<file path="config.mk">
export PLATFORM = sky130hd
export DESIGN_NAME = npu_pool_seq
export DESIGN_NICKNAME = d
export VERILOG_FILES = /design/src/rtl/npu_pool_pkg.sv /design/src/rtl/npu_pool_addr_gen.sv /design/src/rtl/npu_pool_seq.sv
export SDC_FILE = /design/constraint.sdc
export NUM_CORES = 1
export LEC_CHECK = 0
export ABC_AREA = 1
export BUFFER_PORTS_ARGS = -buffer_cell sky130_fd_sc_hd__buf_2
export CAP_MARGIN = 20
export CELL_PAD_IN_SITES_DETAIL_PLACEMENT = 0
export CELL_PAD_IN_SITES_GLOBAL_PLACEMENT = 1
export CORE_AREA = 2 2 199 241
export DETAILED_ROUTE_END_ITERATION = 7
export DIE_AREA = 0 0 201 243
export GPL_TIMING_DRIVEN = 1
export PLACE_DENSITY_LB_ADDON = 0.2
export SKIP_LAST_GASP = 1
export SYNTH_ARGS = -nofsm -noshare
export SYNTH_HDL_FRONTEND = slang
export SYNTH_SLANG_ARGS = --single-unit
</file>
<file path="constraint.sdc">
create_clock -name clk_i -period 16.81 [get_ports clk_i]
set_input_delay 1.681 -clock clk_i [delete_from_list [all_inputs] [get_ports clk_i]]
set_output_delay 1.681 -clock clk_i [all_outputs]
set_load 0.05 [all_outputs]
</file>
<file path="src/rtl/npu_pool_pkg.sv">
// Shared types and constants for the NPU pooling job sequencer.
package npu_pool_pkg;

    localparam int POOL_DIM_W   = 8;
    localparam int POOL_ADDR_W  = 16;
    localparam int K_ENC_OFFSET = 1;
    localparam int S_ENC_OFFSET = 1;

    typedef enum logic [1:0] {
        MAX    = 2'b00,
        AVG    = 2'b01,
        GLOBAL = 2'b10,
        RSVD   = 2'b11
    } pool_type_e;

    typedef enum logic [1:0] {
        IDLE,
        CHECK,
        RUN,
        DONE
    } pool_seq_state_e;

    typedef struct packed {
        pool_type_e               ptype;
        logic [2:0]               kernel;
        logic [2:0]               stride;
        logic [2:0]               pad;
        logic [POOL_DIM_W-1:0]    height;
        logic [POOL_DIM_W-1:0]    width;
        logic [POOL_ADDR_W-1:0]   base;
    } pool_cfg_t;

    // Kernel and stride fields carry "value minus offset".
    function automatic logic [POOL_DIM_W-1:0] dec_field(input logic [2:0] f, input int off);
        return POOL_DIM_W'(f) + POOL_DIM_W'(off);
    endfunction

endpackage

</file>
<file path="src/rtl/npu_pool_addr_gen.sv">
// Element address / padding-flag generator with one output register stage.
module npu_pool_addr_gen #(
    parameter int DIM_W  = 8,
    parameter int ADDR_W = 16
) (
    input  logic                    clk_i,
    input  logic                    rst_ni,
    input  logic                    vld_i,
    input  logic signed [DIM_W+1:0] r0_i,
    input  logic signed [DIM_W+1:0] c0_i,
    input  logic [DIM_W-1:0]        kr_i,
    input  logic [DIM_W-1:0]        kc_i,
    input  logic [DIM_W-1:0]        height_i,
    input  logic [DIM_W-1:0]        width_i,
    input  logic [ADDR_W-1:0]       base_i,
    output logic                    pad_o,
    output logic [ADDR_W-1:0]       addr_o
);

    logic signed [DIM_W+2:0] r;
    logic signed [DIM_W+2:0] c;
    logic                    pad;
    logic [2*DIM_W-1:0]      prod;
    logic [ADDR_W-1:0]       addr;

    assign r = $signed({r0_i[DIM_W+1], r0_i}) + $signed({3'b000, kr_i});
    assign c = $signed({c0_i[DIM_W+1], c0_i}) + $signed({3'b000, kc_i});

    assign pad = r[DIM_W+2] || c[DIM_W+2]
              || (r >= $signed({3'b000, height_i}))
              || (c >= $signed({3'b000, width_i}));

    // Only meaningful when not padding, so the low bits are the true coordinates.
    assign prod = {{DIM_W{1'b0}}, r[DIM_W-1:0]} * {{DIM_W{1'b0}}, width_i};
    assign addr = base_i + ADDR_W'(prod) + ADDR_W'(c[DIM_W-1:0]);

    always_ff @(posedge clk_i or negedge rst_ni) begin
        if (!rst_ni) begin
            pad_o  <= 1'b0;
            addr_o <= '0;
        end else begin
            pad_o  <= vld_i && pad;
            addr_o <= (vld_i && !pad) ? addr : '0;
        end
    end

endmodule

</file>
<file path="src/rtl/npu_pool_seq.sv">
// Pooling job sequencer: walks output windows and kernel elements, one request per handshake.
// Optional stall counter output enabled by defining NPU_POOL_SEQ_PERF_EN.
module npu_pool_seq
    import npu_pool_pkg::*;
#(
    parameter int DIM_W  = POOL_DIM_W,
    parameter int ADDR_W = POOL_ADDR_W
) (
    input  logic              clk_i,
    input  logic              rst_ni,
    input  logic              cfg_valid_i,
    output logic              cfg_ready_o,
    input  logic [1:0]        cfg_type_i,
    input  logic [2:0]        cfg_kernel_i,
    input  logic [2:0]        cfg_stride_i,
    input  logic [2:0]        cfg_pad_i,
    input  logic [DIM_W-1:0]  cfg_height_i,
    input  logic [DIM_W-1:0]  cfg_width_i,
    input  logic [ADDR_W-1:0] cfg_base_i,
    output logic              elem_valid_o,
    input  logic              elem_ready_i,
    output logic [ADDR_W-1:0] elem_addr_o,
    output logic              elem_pad_o,
    output logic              elem_first_o,
    output logic              elem_last_o,
    output logic [DIM_W-1:0]  out_row_o,
    output logic [DIM_W-1:0]  out_col_o,
    output logic              busy_o,
    output logic              done_o,
    output logic              err_o
`ifdef NPU_POOL_SEQ_PERF_EN
    ,
    output logic [31:0]       stall_cnt_o
`endif
);

    localparam int CW = DIM_W + 2;
    localparam int XW = DIM_W + 4;

    function automatic logic signed [XW-1:0] ux(input logic [DIM_W-1:0] v);
        return $signed({4'b0000, v});
    endfunction

    function automatic logic signed [XW-1:0] sx(input logic signed [CW-1:0] v);
        return $signed({{2{v[CW-1]}}, v});
    endfunction

    pool_seq_state_e      state_q, state_d;
    pool_cfg_t            cfg_q, cfg_d;
    logic signed [CW-1:0] r0_q, r0_d, c0_q, c0_d;
    logic [DIM_W-1:0]     kr_q, kr_d, kc_q, kc_d, orow_q, orow_d, ocol_q, ocol_d;
    logic                 cfg_ready_q, busy_q, done_q, err_q, elem_valid_q;
    logic                 first_q, last_q, err_set;
    logic [DIM_W-1:0]     out_row_q, out_col_q;

    logic                 is_glob, accept, hs, reject, col_wrap, row_end, run_d;
    logic [DIM_W-1:0]     k_dim, kh, kw, s_dim, p_dim;
    logic signed [CW-1:0] neg_p;

    // Global pooling collapses to a single H x W window with unit stride and no padding.
    assign is_glob = (cfg_q.ptype == GLOBAL);
    assign k_dim   = dec_field(cfg_q.kernel, K_ENC_OFFSET);
    assign kh      = is_glob ? cfg_q.height : k_dim;
    assign kw      = is_glob ? cfg_q.width  : k_dim;
    assign s_dim   = is_glob ? DIM_W'(1) : dec_field(cfg_q.stride, S_ENC_OFFSET);
    assign p_dim   = is_glob ? '0 : DIM_W'(cfg_q.pad);
    assign neg_p   = -$signed({2'b00, p_dim});

    assign accept   = (state_q == IDLE) && cfg_valid_i && cfg_ready_q;
    assign hs       = elem_valid_q && elem_ready_i;
    assign reject   = (cfg_q.ptype == RSVD)
                   || (!is_glob && ((ux(k_dim) > ux(cfg_q.height) + ux(p_dim) + ux(p_dim))
                                 || (ux(k_dim) > ux(cfg_q.width)  + ux(p_dim) + ux(p_dim))));
    assign col_wrap = (sx(c0_q) + ux(s_dim) + ux(kw)) > (ux(cfg_q.width)  + ux(p_dim));
    assign row_end  = (sx(r0_q) + ux(s_dim) + ux(kh)) > (ux(cfg_q.height) + ux(p_dim));
    assign run_d    = (state_d == RUN);

    always_comb begin
        state_d = state_q;
        cfg_d   = cfg_q;
        r0_d    = r0_q;
        c0_d    = c0_q;
        kr_d    = kr_q;
        kc_d    = kc_q;
        orow_d  = orow_q;
        ocol_d  = ocol_q;
        err_set = 1'b0;
        case (state_q)
            IDLE: begin
                if (accept) begin
                    cfg_d = '{ptype: pool_type_e'(cfg_type_i), kernel: cfg_kernel_i,
                              stride: cfg_stride_i, pad: cfg_pad_i, height: cfg_height_i,
                              width: cfg_width_i, base: cfg_base_i};
                    state_d = CHECK;
                end
            end
            CHECK: begin
                if (reject) begin
                    err_set = 1'b1;
                    state_d = DONE;
                end else begin
                    r0_d    = neg_p;
                    c0_d    = neg_p;
                    kr_d    = '0;
                    kc_d    = '0;
                    orow_d  = '0;
                    ocol_d  = '0;
                    state_d = RUN;
                end
            end
            RUN: begin
                // Carry chain: kc -> kr -> output column -> output row.
                if (hs) begin
                    if (kc_q != kw - DIM_W'(1)) begin
                        kc_d = kc_q + DIM_W'(1);
                    end else begin
                        kc_d = '0;
                        if (kr_q != kh - DIM_W'(1)) begin
                            kr_d = kr_q + DIM_W'(1);
                        end else begin
                            kr_d = '0;
                            if (!col_wrap) begin
                                c0_d   = c0_q + $signed({2'b00, s_dim});
                                ocol_d = ocol_q + DIM_W'(1);
                            end else begin
                                c0_d   = neg_p;
                                ocol_d = '0;
                                if (!row_end) begin
                                    r0_d   = r0_q + $signed({2'b00, s_dim});
                                    orow_d = orow_q + DIM_W'(1);
                                end else begin
                                    state_d = DONE;
                                end
                            end
                        end
                    end
                end
            end
            DONE:    state_d = IDLE;
            default: state_d = IDLE;
        endcase
    end

    always_ff @(posedge clk_i or negedge rst_ni) begin
        if (!rst_ni) begin
            state_q      <= IDLE;
            cfg_q        <= '0;
            r0_q         <= '0;
            c0_q         <= '0;
            kr_q         <= '0;
            kc_q         <= '0;
            orow_q       <= '0;
            ocol_q       <= '0;
            cfg_ready_q  <= 1'b0;
            busy_q       <= 1'b0;
            done_q       <= 1'b0;
            err_q        <= 1'b0;
            elem_valid_q <= 1'b0;
            first_q      <= 1'b0;
            last_q       <= 1'b0;
            out_row_q    <= '0;
            out_col_q    <= '0;
        end else begin
            state_q      <= state_d;
            cfg_q        <= cfg_d;
            r0_q         <= r0_d;
            c0_q         <= c0_d;
            kr_q         <= kr_d;
            kc_q         <= kc_d;
            orow_q       <= orow_d;
            ocol_q       <= ocol_d;
            cfg_ready_q  <= (state_d == IDLE);
            busy_q       <= (state_d != IDLE);
            done_q       <= (state_d == DONE);
            err_q        <= err_set;
            elem_valid_q <= run_d;
            first_q      <= run_d && (kr_d == '0) && (kc_d == '0);
            last_q       <= run_d && (kr_d == kh - DIM_W'(1)) && (kc_d == kw - DIM_W'(1));
            out_row_q    <= orow_d;
            out_col_q    <= ocol_d;
        end
    end

    // Fed from next-state counters so the registered address lines up with the markers.
    npu_pool_addr_gen #(
        .DIM_W  (DIM_W),
        .ADDR_W (ADDR_W)
    ) u_addr_gen (
        .clk_i    (clk_i),
        .rst_ni   (rst_ni),
        .vld_i    (run_d),
        .r0_i     (r0_d),
        .c0_i     (c0_d),
        .kr_i     (kr_d),
        .kc_i     (kc_d),
        .height_i (cfg_q.height),
        .width_i  (cfg_q.width),
        .base_i   (cfg_q.base),
        .pad_o    (elem_pad_o),
        .addr_o   (elem_addr_o)
    );

    assign cfg_ready_o  = cfg_ready_q;
    assign busy_o       = busy_q;
    assign done_o       = done_q;
    assign err_o        = err_q;
    assign elem_valid_o = elem_valid_q;
    assign elem_first_o = first_q;
    assign elem_last_o  = last_q;
    assign out_row_o    = out_row_q;
    assign out_col_o    = out_col_q;

`ifdef NPU_POOL_SEQ_PERF_EN
    logic [31:0] stall_cnt_q;

    always_ff @(posedge clk_i or negedge rst_ni) begin
        if (!rst_ni) begin
            stall_cnt_q <= '0;
        end else if (accept) begin
            stall_cnt_q <= '0;
        end else if (elem_valid_q && !elem_ready_i && (stall_cnt_q != '1)) begin
            stall_cnt_q <= stall_cnt_q + 32'd1;
        end
    end

    assign stall_cnt_o = stall_cnt_q;
`endif

endmodule

</file>
==> impl_metrics.csv <==
group,metric,value,unit
synth,synth_area,13800,um2
routing,vias_per_cell,4.76,
timing,slew_headroom,36.0,%
cts,numCtsBuffers,17,
timing,max_freq,0.0809,GHz
finish,multi_input_area,9350,um2
global_routing,antenna_found_initial,0,
global_routing,grt_max_degree,79,
placed_design,placed_cell_area,14900,um2
routing,drc,0,
cts,postCtsSetupRepairBufs,0,
critical_path,crit_top_cell,"inv_1",
synth,syn_inst,1865,
finish,stdcell_area,15500,um2
critical_path,cp_max_fo,8,
cts,path_clk_slew,0.06,ns
finish,final_common_cell,"nand2_1",
timing,drv_slew,0,
die,die-area,48800,um2
synth,synthFlopType,"dfrtp_1",
cts,clk_path_buf_depth,2,
synth,syn-num-nets,2148,
die,rows,87,
timing,finalCriticalPeriod,12.36,ns
finish,fillers,5086,
timing,rsz0062_at_grt,"false",
routing,wl,46000,um
timing,final.setup.tns,0,ns
synth,synth.distinct_cells,54,
timing,tightest_slew,0.959,ns
timing,finalClockSkew,0.0128,ns
synth,synth_seq_cells,121,
outcome,outcome,"complete, no violations",
synth,syn_avg_cell_area,7.40,um2
routing,drt_iter0_markers,508,
critical_path,crit_type,"flop to flop",
die,die_h,243,um
die,initial_utilization,29.7,%
cts,clockRootBuffer,"clkbuf_16",
finish,syn2layout_area_growth,12.6,%
global_routing,overflow,0,
critical_path,cpMaxStageDelayCell,"xor2_1",
synth,yosysSeqAreaShare,21.9,%
synth,ys_async_sr_fraction,100,%
die,die_w,201,um
critical_path,cpPeakStageDelay,0.59,ns
critical_path,rrSetupSlack,4.45,ns
timing,setup_viol,0,
die,core,46500,um2
timing,hold_viol_final,0,
finish,drive_gt1_share,10.9,%
synth,ys_warn_count,0,
routing,ant_nets,0,
critical_path,arrival,12.73,ns
finish,mostFrequentLayoutCells,"nand2_1, inv_1, nor2_1",
cts,h-tree-depth,4,
critical_path,crit_required,17.19,ns
cts,clkLatencyLatePin,0.46,ns
global_routing,grt_pass1_wl,73200,um
cts,cts.sinks,121,
critical_path,critical_path.endpoint_type,"flop",
finish,seqCellArea,3030,um2
timing,final_min_period_over_clock_period,73.5,%
global_routing,grt_pass1_vias,12700,
flow_run,maxCapViolations,0,
critical_path,start_kind,"flop",
placed_design,gp_congestion,0.865,
cts,hold_buffers,0,
placed_design,hpwl,38000,um
cts,cts-resized-gates,0,
routing,wl_per_cell,17.8,um
cts,cts_tree,"done",
global_routing,grtUsageTotal,19.6,%
hold_path,hold_path.class,"flop to flop",
routing,via_count,12300,
routing,drt_first_pass_iters,7,
placed_design,io_buffers,86,
finish,antennaDiodeCount,0,
finish,finalNetCount,2226,
synth,synth-edff-count,0,
die,ios,87,
synthesized netlist by cell type, types with 7 or more instances:
cell type,count,share of area [%]
a21oi_1,123,4.5
a31oi_1,19,0.86
buf_2,8,0.29
clkbuf_1,18,0.49
dfrtp_1,121,22
fa_1,73,11
ha_1,163,15
inv_1,326,8.9
inv_2,11,0.30
mux2_2,10,0.82
nand2_1,365,9.9
nand2_2,18,0.82
nand2_4,7,0.57
nand3_1,113,4.1
nand3b_1,12,0.65
nand4_1,29,1.3
nor2_1,173,4.7
nor2_2,8,0.36
nor2_4,19,1.5
nor3_1,21,0.76
o211ai_1,9,0.49
o21ai_0,75,2.7
xnor2_1,20,1.3
xor2_1,47,3.0
routing by layer:
metal  up-vias  track usage, %  part of all wire, %
li1       6159               -                    -
met1      5880            23.1                   42
met2       203            36.4                   52
met3        44            2.42                  2.5
met4         0            6.73                  2.8
met5         -               0                    0
critical path: cells and delay by family (launching register included):
family	cells	cell delay, ns
AO/OA/AOI/OAI	14	2.34
AND/OR/NAND/NOR	17	2.41
buffers and inverters	11	0.83
XOR/XNOR	3	0.94
adder cells (fa/ha/maj)	13	5.35
flip-flops	1	0.41
final cells by class:
class / instances / share of cell area [%]
repair buffers: 91 / 3.05
inverters: 342 / 8.26
clock inverters: 10 / 0.902
well taps: 623 / 5.02
flip-flops and latches: 121 / 19.5
multi-input cells: 1370 / 60.2
clock buffers: 22 / 3.12
kinds of logic (layout without fill, tap and decap cells):
logic type,count (synthesis),after routing,share of synthesized area [%]
AND/OR/NAND/NOR,788,788,26.2
buffers and inverters,374,465,10.4
AO/OA/AOI/OAI,268,268,10.9
adder cells (fa/ha/maj),236,236,25.4
flip-flops,121,121,21.9
XOR/XNOR,68,68,4.41
multiplexers,10,10,0.816
path summary, 6_finish.rpt:
path	to	depth (start not counted)	from
setup / recovery	u_addr_gen.addr_o[14]$_DFF_PN0_	58	cfg_q[36]$_DFFE_PN0P_
hold / removal	out_col_o[7]$_DFFE_PN0P_	1	out_col_o[7]$_DFFE_PN0P_
setup reg to reg	u_addr_gen.addr_o[14]$_DFF_PN0_	58	cfg_q[36]$_DFFE_PN0P_
hold reg to reg	out_col_o[7]$_DFFE_PN0P_	1	out_col_o[7]$_DFFE_PN0P_
max in group asynchronous	u_addr_gen.addr_o[9]$_DFF_PN0_	2	rst_ni
min in group asynchronous	out_row_o[4]$_DFFE_PN0P_	1	rst_ni
through the flow:
step	hold WS [ns]	instances	util, %	setup slack, ns
global route	0.531	2579	33.4	3.45
floorplan	0.481	1865	-	6.18
finish	0.510	2579	33.4	4.45
global placement	0.490	2547	32.1	4.43
detailed placement	0.503	2547	32.1	4.41
CTS	0.516	2579	33.4	4.33
state kept, by name, summed over array words and instances (netlist names), 2 cells and up:
signal	cells
cfg_q	43
u_addr_gen.addr_o	16
c0_q	10
r0_q	10
kc_q	8
kr_q	8
out_col_o	8
out_row_o	8
state_q	2
Power is not shown: default switching activity piles up to over one toggle a cycle in this logic, so the estimate is an artifact.
